--- config.mk ---
export PLATFORM = sky130hd
export DESIGN_NAME = hack_rom_loader
export DESIGN_NICKNAME = d
export VERILOG_FILES = /design/src/rtl/hack_rom_loader.sv
export SDC_FILE = /design/constraint.sdc
export NUM_CORES = 1
export LEC_CHECK = 0
export CAP_MARGIN = 20
export CELL_PAD_IN_SITES_DETAIL_PLACEMENT = 2
export CELL_PAD_IN_SITES_GLOBAL_PLACEMENT = 2
export CORE_UTILIZATION = 35
export CTS_CLUSTER_SIZE = 28
export DETAILED_ROUTE_END_ITERATION = 10
export PLACE_DENSITY = 0.85
export SYNTH_ARGS = -nofsm -noshare
export SYNTH_HDL_FRONTEND = slang
export SYNTH_SLANG_ARGS = --single-unit
--- constraint.sdc ---
create_clock -name clk -period 3.2 [get_ports clk]
set_input_delay 0.64 -clock clk [delete_from_list [all_inputs] [get_ports clk]]
set_output_delay 0.64 -clock clk [all_outputs]
set_load 0.005 [all_outputs]
--- src/rtl/hack_rom_loader.sv ---
// ---------------------------------------------------------------------------
// hack_rom_loader
//
// Purpose:
//   Loads a program into the HACK instruction ROM from an 8N1 serial stream
//   sent by the AVR. While load_req is high, byte pairs (high byte first)
//   are assembled into 16-bit words. Each word is written to consecutive
//   ROM addresses starting at 0. The CPU is held in reset for the whole
//   load session.
//
// Optional feature:
//   ROM_LOADER_CKSUM_EN - when defined, cksum accumulates the modulo-2^16
//   sum of every written word. When undefined, cksum is tied to 0 and no
//   adder is built.
//
// Parameters:
//   CLK_PER_BIT - clk cycles per serial bit (default 100 = 50 MHz/500 kbaud)
//   ADDR_W      - ROM address width
//
// Ports:
//   clk        in   single clock, rising edge
//   rst        in   asynchronous active-high reset
//   load_req   in   load-mode request level (asynchronous, synchronised here)
//   rx         in   8N1 serial data, idle high (asynchronous)
//   rom_addr   out  ROM write address
//   rom_data   out  ROM write data (holds its value between writes)
//   rom_we     out  one-cycle ROM write strobe
//   cpu_hold   out  keeps the HACK CPU in reset while loading
//   busy       out  loader not idle, or receiver mid-frame
//   word_count out  words written in the current/last load (saturating)
//   frame_err  out  sticky stop-bit error, cleared when a load starts
//   cksum      out  modulo-2^16 sum of the written words
// ---------------------------------------------------------------------------
module hack_rom_loader #(
    parameter int CLK_PER_BIT = 100,
    parameter int ADDR_W      = 15
) (
    input  logic              clk,
    input  logic              rst,
    input  logic              load_req,
    input  logic              rx,
    output logic [ADDR_W-1:0] rom_addr,
    output logic [15:0]       rom_data,
    output logic              rom_we,
    output logic              cpu_hold,
    output logic              busy,
    output logic [ADDR_W:0]   word_count,
    output logic              frame_err,
    output logic [15:0]       cksum
);

    localparam int                CNT_W    = $clog2(CLK_PER_BIT + 1);
    localparam logic [CNT_W-1:0]  HALF_M1  = CNT_W'(CLK_PER_BIT / 2 - 1);
    localparam logic [CNT_W-1:0]  FULL_M1  = CNT_W'(CLK_PER_BIT - 1);
    localparam logic [CNT_W-1:0]  CNT_ONE  = CNT_W'(1);
    localparam logic [ADDR_W-1:0] ADDR_ONE = ADDR_W'(1);
    localparam logic [ADDR_W-1:0] ADDR_MAX = {ADDR_W{1'b1}};
    localparam logic [ADDR_W:0]   WC_ONE   = (ADDR_W + 1)'(1);

    typedef enum logic [2:0] {
        RX_IDLE,
        RX_START,
        RX_DATA,
        RX_STOP,
        RX_WAIT
    } rx_state_t;

    typedef enum logic [1:0] {
        IDLE,
        LOAD_HI,
        LOAD_LO,
        DONE
    } ld_state_t;

    // -----------------------------------------------------------------------
    // State
    // -----------------------------------------------------------------------
    logic [1:0]        rx_sync_q, rx_sync_d;
    logic [1:0]        ld_sync_q, ld_sync_d;
    logic              ld_prev_q, ld_prev_d;

    rx_state_t         rx_state_q, rx_state_d;
    logic [CNT_W-1:0]  cnt_q, cnt_d;
    logic [2:0]        bit_idx_q, bit_idx_d;
    logic [7:0]        shreg_q, shreg_d;

    ld_state_t         ld_state_q, ld_state_d;
    logic [7:0]        hi_q, hi_d;
    logic [ADDR_W-1:0] rom_addr_q, rom_addr_d;
    logic [15:0]       rom_data_q, rom_data_d;
    logic              rom_we_q, rom_we_d;
    logic              cpu_hold_q, cpu_hold_d;
    logic              busy_q, busy_d;
    logic [ADDR_W:0]   word_count_q, word_count_d;
    logic              frame_err_q, frame_err_d;
    logic              start_pend_q, start_pend_d;

    logic              rx_s;
    logic              ld_s;
    logic              load_rise;
    logic              load_start;
    logic              rom_full;
    logic              byte_valid;
    logic              frame_set;

    assign rx_s       = rx_sync_q[1];
    assign ld_s       = ld_sync_q[1];
    assign load_rise  = ld_s & ~ld_prev_q;
    // A rise seen during DONE is remembered and acted on once back in IDLE.
    assign load_start = (ld_state_q == IDLE) && (load_rise || start_pend_q);
    assign rom_full   = word_count_q[ADDR_W];

    // -----------------------------------------------------------------------
    // Synchronisers (rx idles high, load_req idles low)
    // -----------------------------------------------------------------------
    always_comb begin
        rx_sync_d = {rx_sync_q[0], rx};
        ld_sync_d = {ld_sync_q[0], load_req};
        ld_prev_d = ld_s;
    end

    // -----------------------------------------------------------------------
    // 8N1 receiver. byte_valid is asserted in the stop-sample cycle, with the
    // assembled byte in shreg_q.
    // -----------------------------------------------------------------------
    always_comb begin
        rx_state_d = rx_state_q;
        cnt_d      = cnt_q;
        bit_idx_d  = bit_idx_q;
        shreg_d    = shreg_q;
        byte_valid = 1'b0;
        frame_set  = 1'b0;
        case (rx_state_q)
            RX_IDLE: begin
                cnt_d = '0;
                // Entry to RX_IDLE only happens with rx high, so a low level
                // here is always a fresh falling edge.
                if (!rx_s) begin
                    rx_state_d = RX_START;
                end
            end
            RX_START: begin
                if (cnt_q == HALF_M1) begin
                    cnt_d      = '0;
                    bit_idx_d  = 3'd0;
                    rx_state_d = rx_s ? RX_IDLE : RX_DATA;
                end else begin
                    cnt_d = cnt_q + CNT_ONE;
                end
            end
            RX_DATA: begin
                if (cnt_q == FULL_M1) begin
                    cnt_d   = '0;
                    shreg_d = {rx_s, shreg_q[7:1]};
                    if (bit_idx_q == 3'd7) begin
                        rx_state_d = RX_STOP;
                    end else begin
                        bit_idx_d = bit_idx_q + 3'd1;
                    end
                end else begin
                    cnt_d = cnt_q + CNT_ONE;
                end
            end
            RX_STOP: begin
                if (cnt_q == FULL_M1) begin
                    cnt_d = '0;
                    if (rx_s) begin
                        byte_valid = 1'b1;
                        rx_state_d = RX_IDLE;
                    end else begin
                        frame_set  = 1'b1;
                        rx_state_d = RX_WAIT;
                    end
                end else begin
                    cnt_d = cnt_q + CNT_ONE;
                end
            end
            RX_WAIT: begin
                if (rx_s) begin
                    rx_state_d = RX_IDLE;
                end
            end
            default: rx_state_d = RX_IDLE;
        endcase
    end

    // -----------------------------------------------------------------------
    // Loader
    // -----------------------------------------------------------------------
    always_comb begin
        ld_state_d   = ld_state_q;
        hi_d         = hi_q;
        rom_addr_d   = rom_addr_q;
        rom_data_d   = rom_data_q;
        rom_we_d     = 1'b0;
        word_count_d = word_count_q;
        frame_err_d  = frame_err_q;
        start_pend_d = 1'b0;

        // Address/count advance in the cycle after the strobe. The address
        // sticks at the top location; the count saturates at 2^ADDR_W.
        if (rom_we_q) begin
            if (!rom_full) begin
                word_count_d = word_count_q + WC_ONE;
            end
            if (rom_addr_q != ADDR_MAX) begin
                rom_addr_d = rom_addr_q + ADDR_ONE;
            end
        end

        case (ld_state_q)
            IDLE: begin
                if (load_start) begin
                    ld_state_d   = LOAD_HI;
                    rom_addr_d   = '0;
                    word_count_d = '0;
                    frame_err_d  = 1'b0;
                end
            end
            LOAD_HI: begin
                if (!ld_s) begin
                    ld_state_d = DONE;
                end else if (byte_valid) begin
                    hi_d       = shreg_q;
                    ld_state_d = LOAD_LO;
                end
            end
            LOAD_LO: begin
                // A word finishing as load_req drops is still written.
                if (byte_valid) begin
                    if (!rom_full) begin
                        rom_we_d   = 1'b1;
                        rom_data_d = {hi_q, shreg_q};
                    end
                    ld_state_d = LOAD_HI;
                end
                if (!ld_s) begin
                    ld_state_d = DONE;
                end
            end
            DONE: begin
                ld_state_d   = IDLE;
                start_pend_d = load_rise;
            end
            default: ld_state_d = IDLE;
        endcase

        if (frame_set) begin
            frame_err_d = 1'b1;
        end

        cpu_hold_d = (ld_state_d != IDLE);
        busy_d     = (ld_state_d != IDLE) || (rx_state_d != RX_IDLE);
    end

    always_ff @(posedge clk or posedge rst) begin
        if (rst) begin
            rx_sync_q    <= 2'b11;
            ld_sync_q    <= 2'b00;
            ld_prev_q    <= 1'b0;
            rx_state_q   <= RX_IDLE;
            cnt_q        <= '0;
            bit_idx_q    <= 3'd0;
            shreg_q      <= 8'h00;
            ld_state_q   <= IDLE;
            hi_q         <= 8'h00;
            rom_addr_q   <= '0;
            rom_data_q   <= 16'h0000;
            rom_we_q     <= 1'b0;
            cpu_hold_q   <= 1'b0;
            busy_q       <= 1'b0;
            word_count_q <= '0;
            frame_err_q  <= 1'b0;
            start_pend_q <= 1'b0;
        end else begin
            rx_sync_q    <= rx_sync_d;
            ld_sync_q    <= ld_sync_d;
            ld_prev_q    <= ld_prev_d;
            rx_state_q   <= rx_state_d;
            cnt_q        <= cnt_d;
            bit_idx_q    <= bit_idx_d;
            shreg_q      <= shreg_d;
            ld_state_q   <= ld_state_d;
            hi_q         <= hi_d;
            rom_addr_q   <= rom_addr_d;
            rom_data_q   <= rom_data_d;
            rom_we_q     <= rom_we_d;
            cpu_hold_q   <= cpu_hold_d;
            busy_q       <= busy_d;
            word_count_q <= word_count_d;
            frame_err_q  <= frame_err_d;
            start_pend_q <= start_pend_d;
        end
    end

    // -----------------------------------------------------------------------
    // Checksum
    // -----------------------------------------------------------------------
`ifdef ROM_LOADER_CKSUM_EN
    logic [15:0] cksum_q, cksum_d;

    always_comb begin
        cksum_d = cksum_q;
        if (load_start) begin
            cksum_d = 16'h0000;
        end else if (rom_we_q) begin
            cksum_d = cksum_q + rom_data_q;
        end
    end

    always_ff @(posedge clk or posedge rst) begin
        if (rst) begin
            cksum_q <= 16'h0000;
        end else begin
            cksum_q <= cksum_d;
        end
    end

    assign cksum = cksum_q;
`else
    assign cksum = 16'h0000;
`endif

    assign rom_addr   = rom_addr_q;
    assign rom_data   = rom_data_q;
    assign rom_we     = rom_we_q;
    assign cpu_hold   = cpu_hold_q;
    assign busy       = busy_q;
    assign word_count = word_count_q;
    assign frame_err  = frame_err_q;

endmodule

# --- Word level (Yosys, flattened, before mapping) ---
# Index checks and enable logic that the tools add are counted.
# W data, S select, Z words.
totals:
  inputBits: 4
  out_inout_bits: 67
  ff_bits: 88
op_classes:
  mux: 43
  n_addsub: 4
  n_reduce_logical: 17
  bitwise_logic: 3
  n_eq_ne: 14
ops:
  columns: ["cell", "n"]
  rows:
  - ["$mux W16", 4]
  - ["$mux W15", 4]
  - ["$mux W3", 10]
  - ["$pmux W7 S3", 1]
  - ["$add A16 B1 Y16 const B", 1]
  - ["$add A15 B1 Y15 const B", 1]
  - ["$ne A15 B15 Y1 const B", 1]
  - ["$pmux W3 S5", 1]
  - ["$mux W7", 2]
  - ["$mux W1", 13]
  - ["$mux W2", 6]
  - ["$pmux W2 S4", 1]
  - ["$reduce_bool A2 Y1", 4]
  - ["$add A7 B1 Y7 const B", 1]
  - ["$eq A7 B6 Y1 const B", 1]
  - ["$eq A7 B7 Y1 const B", 1]
  - ["$eq A3 B2 Y1 const B", 2]
  - ["$eq A3 B3 Y1 const B", 2]
  - ["$ne A2 B2 Y1 const B", 3]
  - ["$pmux W3 S2", 1]
  - ["$reduce_and A3 Y1", 2]
  - ["$reduce_bool A3 Y1", 2]
  - ["$eq A2 B2 Y1 const B", 2]
  - ["$reduce_and A2 Y1", 2]
  - ["11 further kinds", 13]

# --- Longest topological paths before layout ---
logic_depth:
  depth_word: 8
  mapped_depth: 7
  mapped_depth_nobuf: 6

# --- Worst setup path before layout ---
# Ideal clock, no wire load.
synth_path:
  kind: "flip-flop to flip-flop"
  startpoint: "register cnt_q[0]"
  endpoint: "register rom_data_q[0] (netlist: rom_data[0])"
  setup_time_ps: 125
  required_time_ps: 3075
  slack_ps: 952
  synth_period_minus_slack_ps: 2248
  arrival_ps: 2123
  stages_incl_launch_ff: 8
  path_buffers: 2
  cell_sequence: "dfrtp_1 ha_1 nand2b_1 or4_4 or3_1 buf_6 buf_12 mux2_4"
synth_between:
  elab_chain_cells: 4
synth_lines:
  columns: ["element", "line", "text"]
  rows:
  - ["start, declared", "83", "logic [CNT_W-1:0] cnt_q, cnt_d;"]
  - ["start signal, assigned", "280", "cnt_q <= cnt_d;"]
  - ["$eq A7 B7 Y1", "165", "if (cnt_q == FULL_M1) begin"]
  - ["$mux W1", "165", null]
  - ["$mux W1", "133", "case (rx_state_q)"]
  - ["$reduce_and A3 Y1 (no line)", null, null]
  - ["end signal, assigned", "286", "rom_data_q <= rom_data_d;"]
  - ["end, declared", "90", "logic [15:0] rom_data_q, rom_data_d;"]
# Every way passes these cells.
# A chain may end at the register's enable or synchronous reset.

# --- Worst setup path after layout ---
layout_path:
  startpoint: "register cnt_q[0]"
  endpoint: "register rom_data_q[4] (netlist: rom_data[4])"
# Same word-level chain as after synthesis.

==> results.rst <==
.. list-table::
   :header-rows: 1

   * - Metric
     - Value
   * - Run status
     - completed
   * - Number of gates given a new drive strength after cts
     - 0
   * - Count of buffers added by post-CTS timing repair for setup
     - 0
   * - Antenna Cells
     - 0
   * - Avg Inst Size Synth
     - 11.0 sq um
   * - Post-synthesis cell type with the largest combined area
     - sky130_fd_sc_hd__dfrtp_1
   * - DRC marker count from the first detailed-route iteration
     - 135
   * - Root Buffer
     - sky130_fd_sc_hd__clkbuf_16
   * - Area of the core
     - 0.0121 sq mm
   * - Biggest cell delay along the critical path
     - 0.75 ns
   * - Count of synthesis-stage warnings from yosys
     - 0
   * - Hold Path Depth
     - 0
   * - End of the critical path
     - rom_data[4]
   * - Flop-to-flop setup slack
     - 0.54 ns
   * - Weighted congestion at the end of routability-driven global placement
     - 0.844
   * - Number of buffer and inverter stages on the critical path
     - 0
   * - H-tree levels
     - 3
   * - Met2 wirelength from detailed routing
     - 5460 microns
   * - Final period utilization
     - 83.2%
   * - FP Rows
     - 40
   * - Global Route Usage Sum
     - 18.3%
   * - Hold path startpoint
     - ld_sync_q[0]
   * - Number of instances in the placed design
     - 606
   * - Clock insertion delay at the later pin of the skew report
     - 0.35 ns
   * - Fillcell total
     - 1,279
   * - Post-Layout Cell Count
     - 622
   * - Library cells used by synthesis
     - 56
   * - Pin count of the biggest net entering global routing
     - 49
   * - Number of ports placed on the die boundary
     - 71
   * - Post-layout net count
     - 459
   * - Slowest-stage cell, CP
     - sky130_fd_sc_hd__or3_1
   * - WP data arrival
     - 2.90 ns
   * - Biggest fanout along the worst timing path
     - 17
   * - Sum of net half-perimeters after detailed placement
     - 7550 microns
   * - Final Hold Fails
     - 0
   * - Mapped Area
     - 0.00437 sq mm
   * - Fmax
     - 376 MHz
   * - Proportion of synthesized flip-flops having asynchronous set or reset
     - 100%
   * - Cell count after synthesis
     - 396
   * - Pwr dens
     - 456 mW/mm^2
   * - Met3 wirelength from detailed routing
     - 294 microns
   * - Initial antenna violation count
     - 0
   * - Top routing layer in use
     - met4
   * - Via count of the first global-routing pass
     - 3,381
   * - Class of the tightest hold or removal check
     - flip-flop to flip-flop
   * - Area growth, synth to finish
     - 21.3%
   * - Maximum buffer depth of the clock tree
     - 2
   * - Post-route DRC
     - 0
   * - Cell area after placement
     - 0.00499 sq mm
   * - Cell area after layout
     - 0.00530 sq mm
   * - Worst path setup slack after routing
     - 0.537 ns
   * - Setup repair after global routing missed its margin
     - no
   * - Count of port buffers added during placement
     - 54
   * - Initial Utilization
     - 36.2%
   * - Height of the die
     - 114 microns
   * - Num CTS Buffers
     - 9
   * - Post-Place Setup Slack
     - 0.550 ns
   * - FF-to-FF path depth
     - 5
   * - Iteration count of the initial detailed-routing pass
     - 4
   * - Normalized max-slew margin
     - 37.4%
   * - Max rail drop VDD
     - 0.388 mV
   * - Cell chain of the critical path
     - ha_1, nand2b_1, or4_4, or3_1, mux2_4
   * - TritonCTS clock tree
     - built
   * - Static Leak
     - 2.35 nW
   * - CTS clk-pin slew, worst paths
     - 0.06 ns
   * - Congestion Overflow GR
     - 0
   * - Via Count
     - 3,209
   * - Final antenna-violating net count
     - 0
   * - Required time at the endpoint of the critical path
     - 3.43 ns
   * - Vias per Instance
     - 5.16
   * - Drt total wl
     - 10,900 microns
   * - Delay-heaviest family, CP
     - simple AND/OR/NAND/NOR gates
   * - Worst reg2reg startpoint
     - cnt_q[0]
   * - Source of the critical timing path
     - cnt_q[0]
   * - Setup_tns
     - 0 ns
   * - Sequential fraction of the synthesis area
     - 50.5%
   * - Biggest area contributors in the synthesized netlist
     - sky130_fd_sc_hd__dfrtp_1 49%, sky130_fd_sc_hd__mux2_2 6.2%, sky130_fd_sc_hd__mux2i_1 3.2%
   * - DIE AREA
     - 0.0129 sq mm
   * - Area share of the largest cell type after synthesis
     - 49.3%
   * - Actual transition at the worst max-transition pin
     - 0.939 ns
   * - Shortest period the worst path allows
     - 2.66 ns
   * - First-pass GRT wire length
     - 18,200 microns
   * - Top flip-flop cell by instance count after synthesis
     - sky130_fd_sc_hd__dfrtp_1
   * - Horiz. Die Dim
     - 114 microns
   * - Routed length on met1
     - 4960 microns
   * - Util after Layout
     - 43.9%
   * - Instance count on the critical path
     - 5
   * - Max-Cap Viols
     - 0
   * - Number of enable-type register cells in the synthesized netlist
     - 0
   * - Number of max-slew violations in the final report
     - 0
   * - Critical path capture point type
     - flip-flop
   * - Startpoint Class
     - flip-flop
   * - Per-cell routed wire length
     - 17.5 microns
   * - Worst Clk Skew
     - 0.0108 ns
   * - Worst reg2reg path endpoint
     - rom_data[4]
   * - Critical Setup Path Class
     - flip-flop to flip-flop
   * - Ratio of cells with drive above 1 in the final layout
     - 14.8%
   * - # setup viols final
     - 0
   * - Quantity of hold-fixing buffers added after cts
     - 0
   * - Yosys reg bits
     - 88
   * - CTS Sinks
     - 88
-- cells by family (layout without fill, tap and decap cells) --
group,after synthesis,count (layout),share of synthesized area (%)
AOI/OAI and AO/OA,45,45,6.82
xor gates and xnor gates,9,9,1.81
adders and majority gates,6,6,1.72
buffers and inverters,44,87,6.39
DFF,88,88,50.5
muxes,47,47,12.5
other,1,16,0.0859
and+or+nand+nor,156,156,20.2
-- worst register-to-register path, delay by kind of cell, from the launching register on --
family | cells | cell delay, ns
muxes | 1 | 0.46
DFF | 1 | 0.41
and+or+nand+nor | 3 | 1.45
adders and majority gates | 1 | 0.22
-- per-stage QoR --
| step | total power [mW] | hold WS [ns] |
|---|---|---|
| 3_5_place_dp | 1.35 | 0.337 |
| 5_1_grt | 2.51 | 0.364 |
| 3_3_place_gp | 1.33 | 0.339 |
| 6_report | 2.42 | 0.349 |
| 2_1_floorplan | 1.29 | 0.331 |
| 4_1_cts | 2.45 | 0.352 |
-- report_power, final --
| group | internal, mW | total (mW) | switching (mW) | leakage, nW |
|---|---|---|---|---|
| sequential | 1.14 | 1.15 | 0.0159 | 1.19 |
| clock | 0.614 | 1.09 | 0.479 | 0.147 |
| combinational | 0.0521 | 0.171 | 0.119 | 1.02 |
-- worst min-delay path by stage --
stage	endpoint	slack, ns
2_1_floorplan	ld_sync_q[1]	0.33
3_3_place_gp	ld_sync_q[1]	0.34
3_5_place_dp	ld_sync_q[1]	0.34
4_1_cts	ld_sync_q[1]	0.35
5_1_grt	rx_sync_q[1]	0.36
6_report	ld_sync_q[1]	0.35
-- flip-flops by register name, summed over array words and instances, names as in the netlist, 2 cells and up --
register    count
rom_data       16
word_count     16
rom_addr       15
hi_q            8
shreg_q         8
cnt_q           7
bit_idx_q       3
rx_state_q      3
ld_state_q      2
ld_sync_q       2
rx_sync_q       2
-- synth_stat cells (2+ instances only) --
cell type	instances
sky130_fd_sc_hd__nor2b_1	5
sky130_fd_sc_hd__dfstp_2	2
sky130_fd_sc_hd__dfrtp_1	86
sky130_fd_sc_hd__nand2b_1	16
sky130_fd_sc_hd__ha_1	6
sky130_fd_sc_hd__o211ai_1	2
sky130_fd_sc_hd__o22ai_1	2
sky130_fd_sc_hd__mux2_4	9
sky130_fd_sc_hd__buf_1	2
sky130_fd_sc_hd__nor2_1	18
sky130_fd_sc_hd__o21ai_0	7
sky130_fd_sc_hd__a21boi_0	2
sky130_fd_sc_hd__and3_1	6
sky130_fd_sc_hd__nand4_1	11
sky130_fd_sc_hd__nand2_1	35
sky130_fd_sc_hd__and2_1	3
sky130_fd_sc_hd__mux2i_1	14
sky130_fd_sc_hd__nand3b_1	3
sky130_fd_sc_hd__a21oi_1	13
sky130_fd_sc_hd__or3_1	8
sky130_fd_sc_hd__buf_6	5
sky130_fd_sc_hd__buf_4	16
sky130_fd_sc_hd__o31ai_1	3
sky130_fd_sc_hd__nor4_1	7
sky130_fd_sc_hd__inv_1	12
sky130_fd_sc_hd__nand3_1	17
sky130_fd_sc_hd__a2111o_1	2
sky130_fd_sc_hd__or4_1	4
sky130_fd_sc_hd__o21a_1	2
sky130_fd_sc_hd__xnor2_1	8
sky130_fd_sc_hd__mux2_2	24
sky130_fd_sc_hd__clkbuf_1	8
sky130_fd_sc_hd__a31oi_1	2
sky130_fd_sc_hd__nor3_1	10
sky130_fd_sc_hd__and4_1	3
sky130_fd_sc_hd__o221ai_1	3
-- routing by layer --
layer / up-vias / track usage [%]
met5: - / 0
met4: 0 / 6.84
met3: 14 / 3.13
met2: 54 / 31.1
met1: 1652 / 23.5
li1: 1489 / -
-- layout by cell type (no fill, tap or decap), types with 3 or more instances in the layout --
cell and instances:
sky130_fd_sc_hd__and4_1 3, sky130_fd_sc_hd__clkbuf_16 9, sky130_fd_sc_hd__and2_1 3, sky130_fd_sc_hd__ha_1 6, sky130_fd_sc_hd__nor2b_1 5, sky130_fd_sc_hd__or4_1 4
sky130_fd_sc_hd__conb_1 16, sky130_fd_sc_hd__nand3_1 17, sky130_fd_sc_hd__nand3b_1 3, sky130_fd_sc_hd__o21ai_0 7, sky130_fd_sc_hd__nand2b_1 16, sky130_fd_sc_hd__nor2_1 18
sky130_fd_sc_hd__nor3_1 10, sky130_fd_sc_hd__inv_6 3, sky130_fd_sc_hd__nor4_1 7, sky130_fd_sc_hd__and3_1 6, sky130_fd_sc_hd__inv_1 11, sky130_fd_sc_hd__nand4_1 11
sky130_fd_sc_hd__nand2_1 35, sky130_fd_sc_hd__mux2_2 24, sky130_fd_sc_hd__xnor2_1 8, sky130_fd_sc_hd__or3_1 8, sky130_fd_sc_hd__o221ai_1 3, sky130_fd_sc_hd__dfrtp_1 86
sky130_fd_sc_hd__a21oi_1 13, sky130_fd_sc_hd__clkdlybuf4s50_1 54, sky130_fd_sc_hd__o31ai_1 3, sky130_fd_sc_hd__mux2i_1 14, sky130_fd_sc_hd__buf_4 4, sky130_fd_sc_hd__mux2_4 9
-- cell type report --
cell class,instances,area [sq um],share of cell area [%]
Timing Repair Buffer,59,591,11.1
Inverter,12,46.3,0.874
Clock inverter,7,77.6,1.46
Sequential cell,88,2200,41.6
Multi-Input combinational cell,279,1940,36.7
Clock buffer,9,225,4.25
Tap cell,168,210,3.97
Note: power is estimated with default switching activity, not from simulation.
